`src/rtl/iter_alu.sv`:
```
// Execute-stage ALU with a start/busy/done handshake.
// Single-cycle logic, arithmetic and shift ops, plus iterative unsigned
// MUL (shift-add) and DIV (restoring). The unit owns the condition-code
// register {NF,OF,CF,ZF} and its interrupt shadow copy.
module iter_alu #(
  parameter int WIDTH = 16,
  parameter int OPW   = 5
) (
  input  logic             clk,
  input  logic             rst,
  input  logic             start,
  input  logic [OPW-1:0]   aluSignals,
  input  logic [WIDTH-1:0] firstOperand,
  input  logic [WIDTH-1:0] secondOperand,
  input  logic             freeze,
  output logic [WIDTH-1:0] result,
  output logic [WIDTH-1:0] resultHigh,
  output logic [3:0]       ccr,
  output logic             busy,
  output logic             done,
  output logic             divByZero
);

  localparam int CntW = $clog2(WIDTH);
  localparam logic [CntW-1:0]  LastStep = CntW'(WIDTH - 1);
  localparam logic [WIDTH-1:0] ShiftMax = WIDTH'(WIDTH);
  localparam logic [WIDTH:0]   OneExt   = {{WIDTH{1'b0}}, 1'b1};

  localparam int ZfBit = 0;
  localparam int CfBit = 1;
  localparam int OfBit = 2;
  localparam int NfBit = 3;

  localparam logic [OPW-1:0] OpNot  = OPW'(1);
  localparam logic [OPW-1:0] OpInc  = OPW'(2);
  localparam logic [OPW-1:0] OpDec  = OPW'(3);
  localparam logic [OPW-1:0] OpMov  = OPW'(4);
  localparam logic [OPW-1:0] OpAdd  = OPW'(5);
  localparam logic [OPW-1:0] OpSub  = OPW'(6);
  localparam logic [OPW-1:0] OpAnd  = OPW'(7);
  localparam logic [OPW-1:0] OpOr   = OPW'(8);
  localparam logic [OPW-1:0] OpShl  = OPW'(9);
  localparam logic [OPW-1:0] OpShr  = OPW'(10);
  localparam logic [OPW-1:0] OpSetc = OPW'(11);
  localparam logic [OPW-1:0] OpClrc = OPW'(12);
  localparam logic [OPW-1:0] OpRti  = OPW'(13);
  localparam logic [OPW-1:0] OpMul  = OPW'(14);
  localparam logic [OPW-1:0] OpDiv  = OPW'(15);

  typedef enum logic [1:0] {Idle, MulRun, DivRun} stateT;

  stateT           state;
  logic [CntW-1:0] stepCnt;
  logic [3:0]      shadow;

  // Iteration datapath registers (loaded on start, no reset needed)
  logic [WIDTH-1:0] mcand;
  logic [WIDTH-1:0] mulHi;
  logic [WIDTH-1:0] mulLo;
  logic [WIDTH-1:0] divisor;
  logic [WIDTH-1:0] quot;
  logic [WIDTH-1:0] rem;

  // Single-cycle op results
  logic [WIDTH:0]   addExt;
  logic [WIDTH:0]   subExt;
  logic [WIDTH:0]   incExt;
  logic [WIDTH:0]   decExt;
  logic [WIDTH:0]   shlExt;
  logic [WIDTH:0]   shrExt;
  logic [WIDTH-1:0] scRes;
  logic [WIDTH-1:0] scHigh;
  logic [3:0]       scCcr;
  logic             scDz;
  logic             startMul;
  logic             startDiv;

  // One iteration step of MUL / DIV
  logic [WIDTH:0]   mulSum;
  logic [WIDTH-1:0] mulHiNext;
  logic [WIDTH-1:0] mulLoNext;
  logic [WIDTH:0]   divTrial;
  logic [WIDTH:0]   divDiff;
  logic             divFits;
  logic [WIDTH-1:0] remNext;
  logic [WIDTH-1:0] quotNext;
  logic             lastIter;

  // Next-state values of the registered outputs
  logic             finish;
  logic [WIDTH-1:0] resNext;
  logic [WIDTH-1:0] highNext;
  logic [3:0]       ccrNext;
  logic             dzNext;

  // Refresh ZF/NF from a result, leaving CF/OF as given.
  function automatic logic [3:0] setZn(input logic [3:0] flags,
                                       input logic [WIDTH-1:0] value);
    logic [3:0] f;
    f        = flags;
    f[ZfBit] = (value == '0);
    f[NfBit] = value[WIDTH-1];
    return f;
  endfunction

  // Two's-complement overflow of x + y producing s.
  function automatic logic addOverflow(input logic signed [WIDTH-1:0] x,
                                       input logic signed [WIDTH-1:0] y,
                                       input logic signed [WIDTH-1:0] s);
    return (x[WIDTH-1] == y[WIDTH-1]) && (s[WIDTH-1] != x[WIDTH-1]);
  endfunction

  // Two's-complement overflow of x - y producing s.
  function automatic logic subOverflow(input logic signed [WIDTH-1:0] x,
                                       input logic signed [WIDTH-1:0] y,
                                       input logic signed [WIDTH-1:0] s);
    return (x[WIDTH-1] != y[WIDTH-1]) && (s[WIDTH-1] != x[WIDTH-1]);
  endfunction

  // Logical left shift; returns {last bit shifted out, shifted value}.
  // Shifting inside a 2*WIDTH window makes bit WIDTH the carry for
  // every amount 1..WIDTH and 0 for amount 0.
  function automatic logic [WIDTH:0] shiftLeft(input logic [WIDTH-1:0] value,
                                               input logic [WIDTH-1:0] amount);
    logic [2*WIDTH-1:0] ext;
    logic [WIDTH:0]     res;
    ext = {{WIDTH{1'b0}}, value} << amount;
    if (amount > ShiftMax) res = '0;
    else                   res = {ext[WIDTH], ext[WIDTH-1:0]};
    return res;
  endfunction

  // Logical right shift; returns {last bit shifted out, shifted value}.
  function automatic logic [WIDTH:0] shiftRight(input logic [WIDTH-1:0] value,
                                                input logic [WIDTH-1:0] amount);
    logic [2*WIDTH-1:0] ext;
    logic [WIDTH:0]     res;
    ext = {value, {WIDTH{1'b0}}} >> amount;
    if (amount > ShiftMax) res = '0;
    else                   res = {ext[WIDTH-1], ext[2*WIDTH-1:WIDTH]};
    return res;
  endfunction

  // Decode and evaluate the single-cycle ops straight from the ports.
  always_comb begin
    scRes    = '0;
    scHigh   = '0;
    scCcr    = ccr;
    scDz     = 1'b0;
    addExt   = {1'b0, firstOperand} + {1'b0, secondOperand};
    subExt   = {1'b0, firstOperand} - {1'b0, secondOperand};
    incExt   = {1'b0, firstOperand} + OneExt;
    decExt   = {1'b0, firstOperand} - OneExt;
    shlExt   = shiftLeft(firstOperand, secondOperand);
    shrExt   = shiftRight(firstOperand, secondOperand);
    startMul = (aluSignals == OpMul);
    startDiv = (aluSignals == OpDiv) && (secondOperand != '0);
    case (aluSignals)
      OpNot: begin
        scRes = ~firstOperand;
        scCcr = setZn(ccr, ~firstOperand);
      end
      OpInc: begin
        scRes        = incExt[WIDTH-1:0];
        scCcr        = setZn(ccr, incExt[WIDTH-1:0]);
        scCcr[CfBit] = incExt[WIDTH];
      end
      OpDec: begin
        scRes        = decExt[WIDTH-1:0];
        scCcr        = setZn(ccr, decExt[WIDTH-1:0]);
        scCcr[CfBit] = decExt[WIDTH];
      end
      OpMov: scRes = secondOperand;
      OpAdd: begin
        scRes        = addExt[WIDTH-1:0];
        scCcr        = setZn(ccr, addExt[WIDTH-1:0]);
        scCcr[CfBit] = addExt[WIDTH];
        scCcr[OfBit] = addOverflow(firstOperand, secondOperand, addExt[WIDTH-1:0]);
      end
      OpSub: begin
        scRes        = subExt[WIDTH-1:0];
        scCcr        = setZn(ccr, subExt[WIDTH-1:0]);
        scCcr[CfBit] = subExt[WIDTH];
        scCcr[OfBit] = subOverflow(firstOperand, secondOperand, subExt[WIDTH-1:0]);
      end
      OpAnd: begin
        scRes = firstOperand & secondOperand;
        scCcr = setZn(ccr, firstOperand & secondOperand);
      end
      OpOr: begin
        scRes = firstOperand | secondOperand;
        scCcr = setZn(ccr, firstOperand | secondOperand);
      end
      OpShl: begin
        scRes        = shlExt[WIDTH-1:0];
        scCcr        = setZn(ccr, shlExt[WIDTH-1:0]);
        scCcr[CfBit] = shlExt[WIDTH];
      end
      OpShr: begin
        scRes        = shrExt[WIDTH-1:0];
        scCcr        = setZn(ccr, shrExt[WIDTH-1:0]);
        scCcr[CfBit] = shrExt[WIDTH];
      end
      OpSetc: scCcr[CfBit] = 1'b1;
      OpClrc: scCcr[CfBit] = 1'b0;
      OpRti:  scCcr = shadow;
      OpDiv: begin
        // Only reached as a single-cycle op when the divisor is zero.
        scRes  = '1;
        scHigh = firstOperand;
        scDz   = 1'b1;
      end
      default: ;
    endcase
  end

  // One shift-add multiply step and one restoring divide step.
  always_comb begin
    mulSum    = {1'b0, mulHi} + (mulLo[0] ? {1'b0, mcand} : '0);
    mulHiNext = mulSum[WIDTH:1];
    mulLoNext = {mulSum[0], mulLo[WIDTH-1:1]};
    // Partial remainder is always below the divisor, so the trial value
    // fits WIDTH+1 bits and a clear top bit of the difference means "fits".
    divTrial  = {rem, quot[WIDTH-1]};
    divDiff   = divTrial - {1'b0, divisor};
    divFits   = ~divDiff[WIDTH];
    remNext   = divFits ? divDiff[WIDTH-1:0] : divTrial[WIDTH-1:0];
    quotNext  = {quot[WIDTH-2:0], divFits};
  end

  assign lastIter = (stepCnt == LastStep);

  // Select what the output registers and the CCR take at this edge.
  always_comb begin
    finish   = 1'b0;
    resNext  = result;
    highNext = resultHigh;
    ccrNext  = ccr;
    dzNext   = divByZero;
    case (state)
      Idle: begin
        if (start && !startMul && !startDiv) begin
          finish   = 1'b1;
          resNext  = scRes;
          highNext = scHigh;
          ccrNext  = scCcr;
          dzNext   = scDz;
        end
      end
      MulRun: begin
        if (lastIter) begin
          finish         = 1'b1;
          resNext        = mulLoNext;
          highNext       = mulHiNext;
          dzNext         = 1'b0;
          ccrNext[ZfBit] = ({mulHiNext, mulLoNext} == '0);
          ccrNext[NfBit] = mulHiNext[WIDTH-1];
          ccrNext[CfBit] = (mulHiNext != '0);
        end
      end
      DivRun: begin
        if (lastIter) begin
          finish         = 1'b1;
          resNext        = quotNext;
          highNext       = remNext;
          dzNext         = 1'b0;
          ccrNext[ZfBit] = (quotNext == '0);
          ccrNext[CfBit] = 1'b0;
        end
      end
      default: ;
    endcase
  end

  // Control FSM, iteration registers, CCR/shadow and registered outputs.
  always_ff @(posedge clk) begin
    if (!rst) begin
      state      <= Idle;
      stepCnt    <= '0;
      busy       <= 1'b0;
      done       <= 1'b0;
      divByZero  <= 1'b0;
      result     <= '0;
      resultHigh <= '0;
      ccr        <= '0;
      shadow     <= '0;
    end else begin
      done       <= finish;
      result     <= resNext;
      resultHigh <= highNext;
      ccr        <= ccrNext;
      divByZero  <= dzNext;
      if (freeze) shadow <= ccrNext;
      case (state)
        Idle: begin
          stepCnt <= '0;
          if (start && startMul) begin
            state <= MulRun;
            busy  <= 1'b1;
            mcand <= firstOperand;
            mulHi <= '0;
            mulLo <= secondOperand;
          end else if (start && startDiv) begin
            state   <= DivRun;
            busy    <= 1'b1;
            divisor <= secondOperand;
            rem     <= '0;
            quot    <= firstOperand;
          end
        end
        MulRun: begin
          mulHi   <= mulHiNext;
          mulLo   <= mulLoNext;
          stepCnt <= stepCnt + CntW'(1);
          if (lastIter) begin
            state <= Idle;
            busy  <= 1'b0;
          end
        end
        DivRun: begin
          rem     <= remNext;
          quot    <= quotNext;
          stepCnt <= stepCnt + CntW'(1);
          if (lastIter) begin
            state <= Idle;
            busy  <= 1'b0;
          end
        end
        default: begin
          state <= Idle;
          busy  <= 1'b0;
        end
      endcase
    end
  end

endmodule

```
`config.mk`:
```
export PLATFORM = sky130hd
export DESIGN_NAME = iter_alu
export DESIGN_NICKNAME = d
export VERILOG_FILES = /design/src/rtl/iter_alu.sv
export SDC_FILE = /design/constraint.sdc
export NUM_CORES = 1
export LEC_CHECK = 0
export ABC_CLOCK_PERIOD_IN_PS = 3900
export BUFFER_PORTS_ARGS = -buffer_cell sky130_fd_sc_hd__buf_4
export CORE_UTILIZATION = 35
export DETAILED_ROUTE_END_ITERATION = 8
export GPL_TIMING_DRIVEN = 0
export PLACE_DENSITY = 0.62
export SYNTH_ARGS = -nofsm -noshare
export SYNTH_HDL_FRONTEND = slang
export SYNTH_SLANG_ARGS = --single-unit
```
`constraint.sdc`:
```
create_clock -name clk -period 3.9 [get_ports clk]
set_input_delay 0 -clock clk [delete_from_list [all_inputs] [get_ports clk]]
set_output_delay 0 -clock clk [all_outputs]
set_load 0.005 [all_outputs]
```
==> flow_summary.yaml <==
placed_design:
  io_buffers: 78
  dp_hpwl_um: 52800
  routabilityCongestion: 1.03
  place_ws_ns: -1.55
  dpl_cell_area_mm2: 0.0151
die:
  fp.dieH_um: 200
  coreArea_mm2: 0.0387
  initial_core_util_pct: 35.6
  dieArea_mm2: 0.0402
  io_pins: 80
  num_rows: 72
  die_w_um: 200
timing:
  min_period_ns: 3.84
  whs_ns: 0.115
  max_slew.worst_pin.slew_ns: 1.13
  slew_violations: 0
  setup_viol: 0
  fin_ws_ns: 0.0589
  clock.fmax_mhz: 260
  fin_skew_ns: 0.0141
  finalCritPeriodShare_pct: 98.5
  rsz0062_at_grt: "yes"
  hold_viol_final: 0
  slew_headroom_pct: 23.9
cells_and_area:
  layout-drive-gt1-share_pct: 12.2
  finalInstanceArea_mm2: 0.0162
  nNetsFinal: 1972
  register_area_mm2: 0.00386
  multi_input_area_mm2: 0.00932
  diodes: 0
  nFillCells: 3958
  postLayoutCoreUtil_pct: 41.8
  areaGrowthSynthToFinish_pct: 17.4
clock_network:
  clkLatencyLatePin_ns: 0.45
  clk_path_buf_depth: 2
  cts_root_buf: "clkbuf_16"
  numCtsBuffers: 17
  cts_tree: "yes"
  clk_pin_slew_ns: 0.07
  clkSinkCount: 145
  h-tree-depth: 4
worst_setup_path:
  cp-end-kind: "register"
  cp-start-kind: "register"
  path_buf_inv: 3
  cp_data_arrival_time_ns: 4.21
  cp_slowest_cell: "or4_4"
  cp_top_family: "simple AND/OR/NAND/NOR gates"
  setup.worst_path.class: "reg2reg"
  cp_max_fo: 7
  critPathRequiredTime_ns: 4.27
  cp_cell_sequence: "buf_6 > and2_4 > ha_4 > inv_2 > fa_2 > nor2b_2 > buf_4 > o2111a_1 > a211oi_2 > xnor2_1 > nor4bb_1 > nand4b_1 > or4_4 > or4b_4 > a41oi_2"
  slowest_delay_ns: 0.63
pwr:
  power_density_mw_per_mm2: 278
  p_comb_share_pct: 27.5
  ir_worst_vdd_mv: 0.248
  seqPwrFrac_pct: 37.5
  p_int_mw: 2.96
  clkPwrFrac_pct: 35.0
  p_sw_mw: 1.54
  leakage_nw: 6.11
  p_sw_share_pct: 34.3
synth:
  synth.distinct_cells: 90
  yosysMostFrequentCell: "nand2_1"
  ys_top_cells_by_area: "edfxtp_1 (21%), ha_1 (8.1%), dfxtp_1 (7.1%), a21oi_1 (5.3%), o21ai_0 (4.3%)"
  ys_seq_elements: 145
  yosysWarnings: 0
  yosys.area.top_type: "edfxtp_1"
  synthCells: 1700
  syn_nets: 1834
  synth_top_area_share_pct: 20.9
  synth_edf_count: 96
  ys.flop_type: "edfxtp_1"
  ys_async_sr_fraction_pct: 0
  synth_common_cells: "nand2_1 (155), a21oi_1 (145), nor2_1 (127)"
  synth.cell_area_mm2: 0.0138
  synth_area_per_cell_um2: 8.11
  ys_seq_area_share_pct: 28.0
grt:
  antenna_found_initial: 1
  grt_first_pass_wirelength_um: 98800
  grt_max_degree: 33
  grtUsageTotal_pct: 33.3
  grt_pass1_vias: 14300
  overflow: 0
outcome:
  status: "finished, final reports clean"
detailed_routing:
  ant_nets: 0
  vias_per_cell: 6.43
  wl_per_cell_um: 28.8
  drt_iter0_drc: 1922
  vias: 15200
  wirelength_um: 68200
  drcViolationCount: 0
  first_pass_iters: 7
run:
  cap_violations: 0
min_path:
  hold_class: "in2reg"
worst register-to-register path, stage by stage (launching register included):
cell and delay [ns]:
edfxtp_1 0.43, buf_6 0.16, and2_4 0.14, ha_4 0.15
inv_2 0.05, fa_2 0.21, nor2b_2 0.05, buf_4 0.13
o2111a_1 0.27, a211oi_2 0.19, xnor2_1 0.13, nor4bb_1 0.30
nand4b_1 0.17, or4_4 0.63, or4b_4 0.58, a41oi_2 0.18
cell type report:
class | count | area share (%)
buffer | 100 | 2.58
clock buffer | 18 | 2.65
clock inverter | 14 | 0.812
inverter | 81 | 1.89
multi-input combinational | 1366 | 57.6
sequential | 145 | 23.9
tap | 518 | 4.00
timing repair buffer | 127 | 6.61
stage by stage:
step | power, mW | instances | setup TNS [ns]
after floorplan | 2.38 | 1700 | 0
after global placement | 2.86 | 2296 | -65.33
after detailed placement | 2.87 | 2299 | -12.92
after CTS | 4.45 | 2363 | 0
after global routing | 4.61 | 2369 | -0.340
final | 4.51 | 2369 | 0
state kept, by name (all words and copies together), names as in the netlist:
register / cells
divisor: 16
busy: 1
mulHi: 16
rem: 16
ccr: 4
divByZero: 1
shadow: 4
state: 2
mulLo: 16
result: 16
quot: 16
stepCnt: 4
mcand: 16
done: 1
resultHigh: 16
cells by family (layout without fill, tap and decap cells):
logic type               count (synthesis)  after routing  synth area share (%)
AND/OR/NAND/NOR                        598            598                  22.0
flip-flops                             145            145                  28.0
AO/OA/AOI/OAI                          543            543                  25.9
multiplexers                            72             72                  6.29
XOR/XNOR                                60             60                  3.81
buffers and inverters                  189            340                  5.29
adder cells (fa/ha/maj)                 93             93                  8.66
placed cells by master, fill, tap and decap left out, types with 9 or more instances in the layout:
cell / count
o21ai_0: 119
xor2_1: 15
ha_1: 85
a22oi_1: 18
clkbuf_16: 17
o211ai_1: 15
a211oi_1: 30
clkbuf_1: 67
mux2i_1: 45
edfxtp_1: 96
and2_1: 38
nor4_1: 25
nand4_1: 24
a21o_1: 17
o221ai_1: 10
a2111oi_0: 9
or2_2: 11
mux4_2: 10
inv_1: 76
nor2_1: 124
o22ai_1: 18
nor3_1: 59
o21a_1: 18
nand3_1: 43
a21oi_1: 144
nand2b_1: 23
o311a_1: 18
dfxtp_1: 49
mux2_2: 17
a31oi_1: 25
buf_4: 91
or4_1: 10
or3_1: 16
clkbuf_2: 9
xnor2_1: 45
nand2_1: 155
dlygate4sd3_1: 34
nor2b_1: 21
buf_1: 14
timing repair:
| item | CTS | global route |
|---|---|---|
| setup endpoints to repair | 24 | 20 |
| pin swaps | 1 | 14 |
| hold buffers | 34 | 0 |
| gates cloned | 0 | 0 |
| endpoints found under the hold margin | 40 | 0 |
| setup buffers | 3 | 9 |
| resized for setup | 19 | 28 |
layer usage:
metal  up-vias  global-route usage, %  share of wire (%)
li1       6691                      -                  -
met1      7356                   45.1                 41
met2       988                   50.6                 43
met3       200                   5.58                 10
met4         2                   17.5                5.6
met5         -                      0              0.026
power groups by stage:
stage / Sequential [mW] / Clock (mW) / Combinational, mW
global placement: 1.72 / 0 / 1.14
detailed placement: 1.72 / 0 / 1.14
global route: 1.69 / 1.63 / 1.29
finish: 1.69 / 1.58 / 1.24
floorplan: 1.71 / 0 / 0.668
CTS: 1.69 / 1.57 / 1.18
final timing paths:
check                  startpoint       endpoint  slack (ns)  cells after the start
hold / removal    firstOperand[8]  resultHigh[8]        0.12                      3
setup / recovery         mulLo[0]      shadow[0]        0.06                     15
hold reg to reg         divByZero      divByZero        0.51                      2
setup reg to reg         mulLo[0]      shadow[0]        0.06                     15
Note: power is estimated with default switching activity, not from simulation.
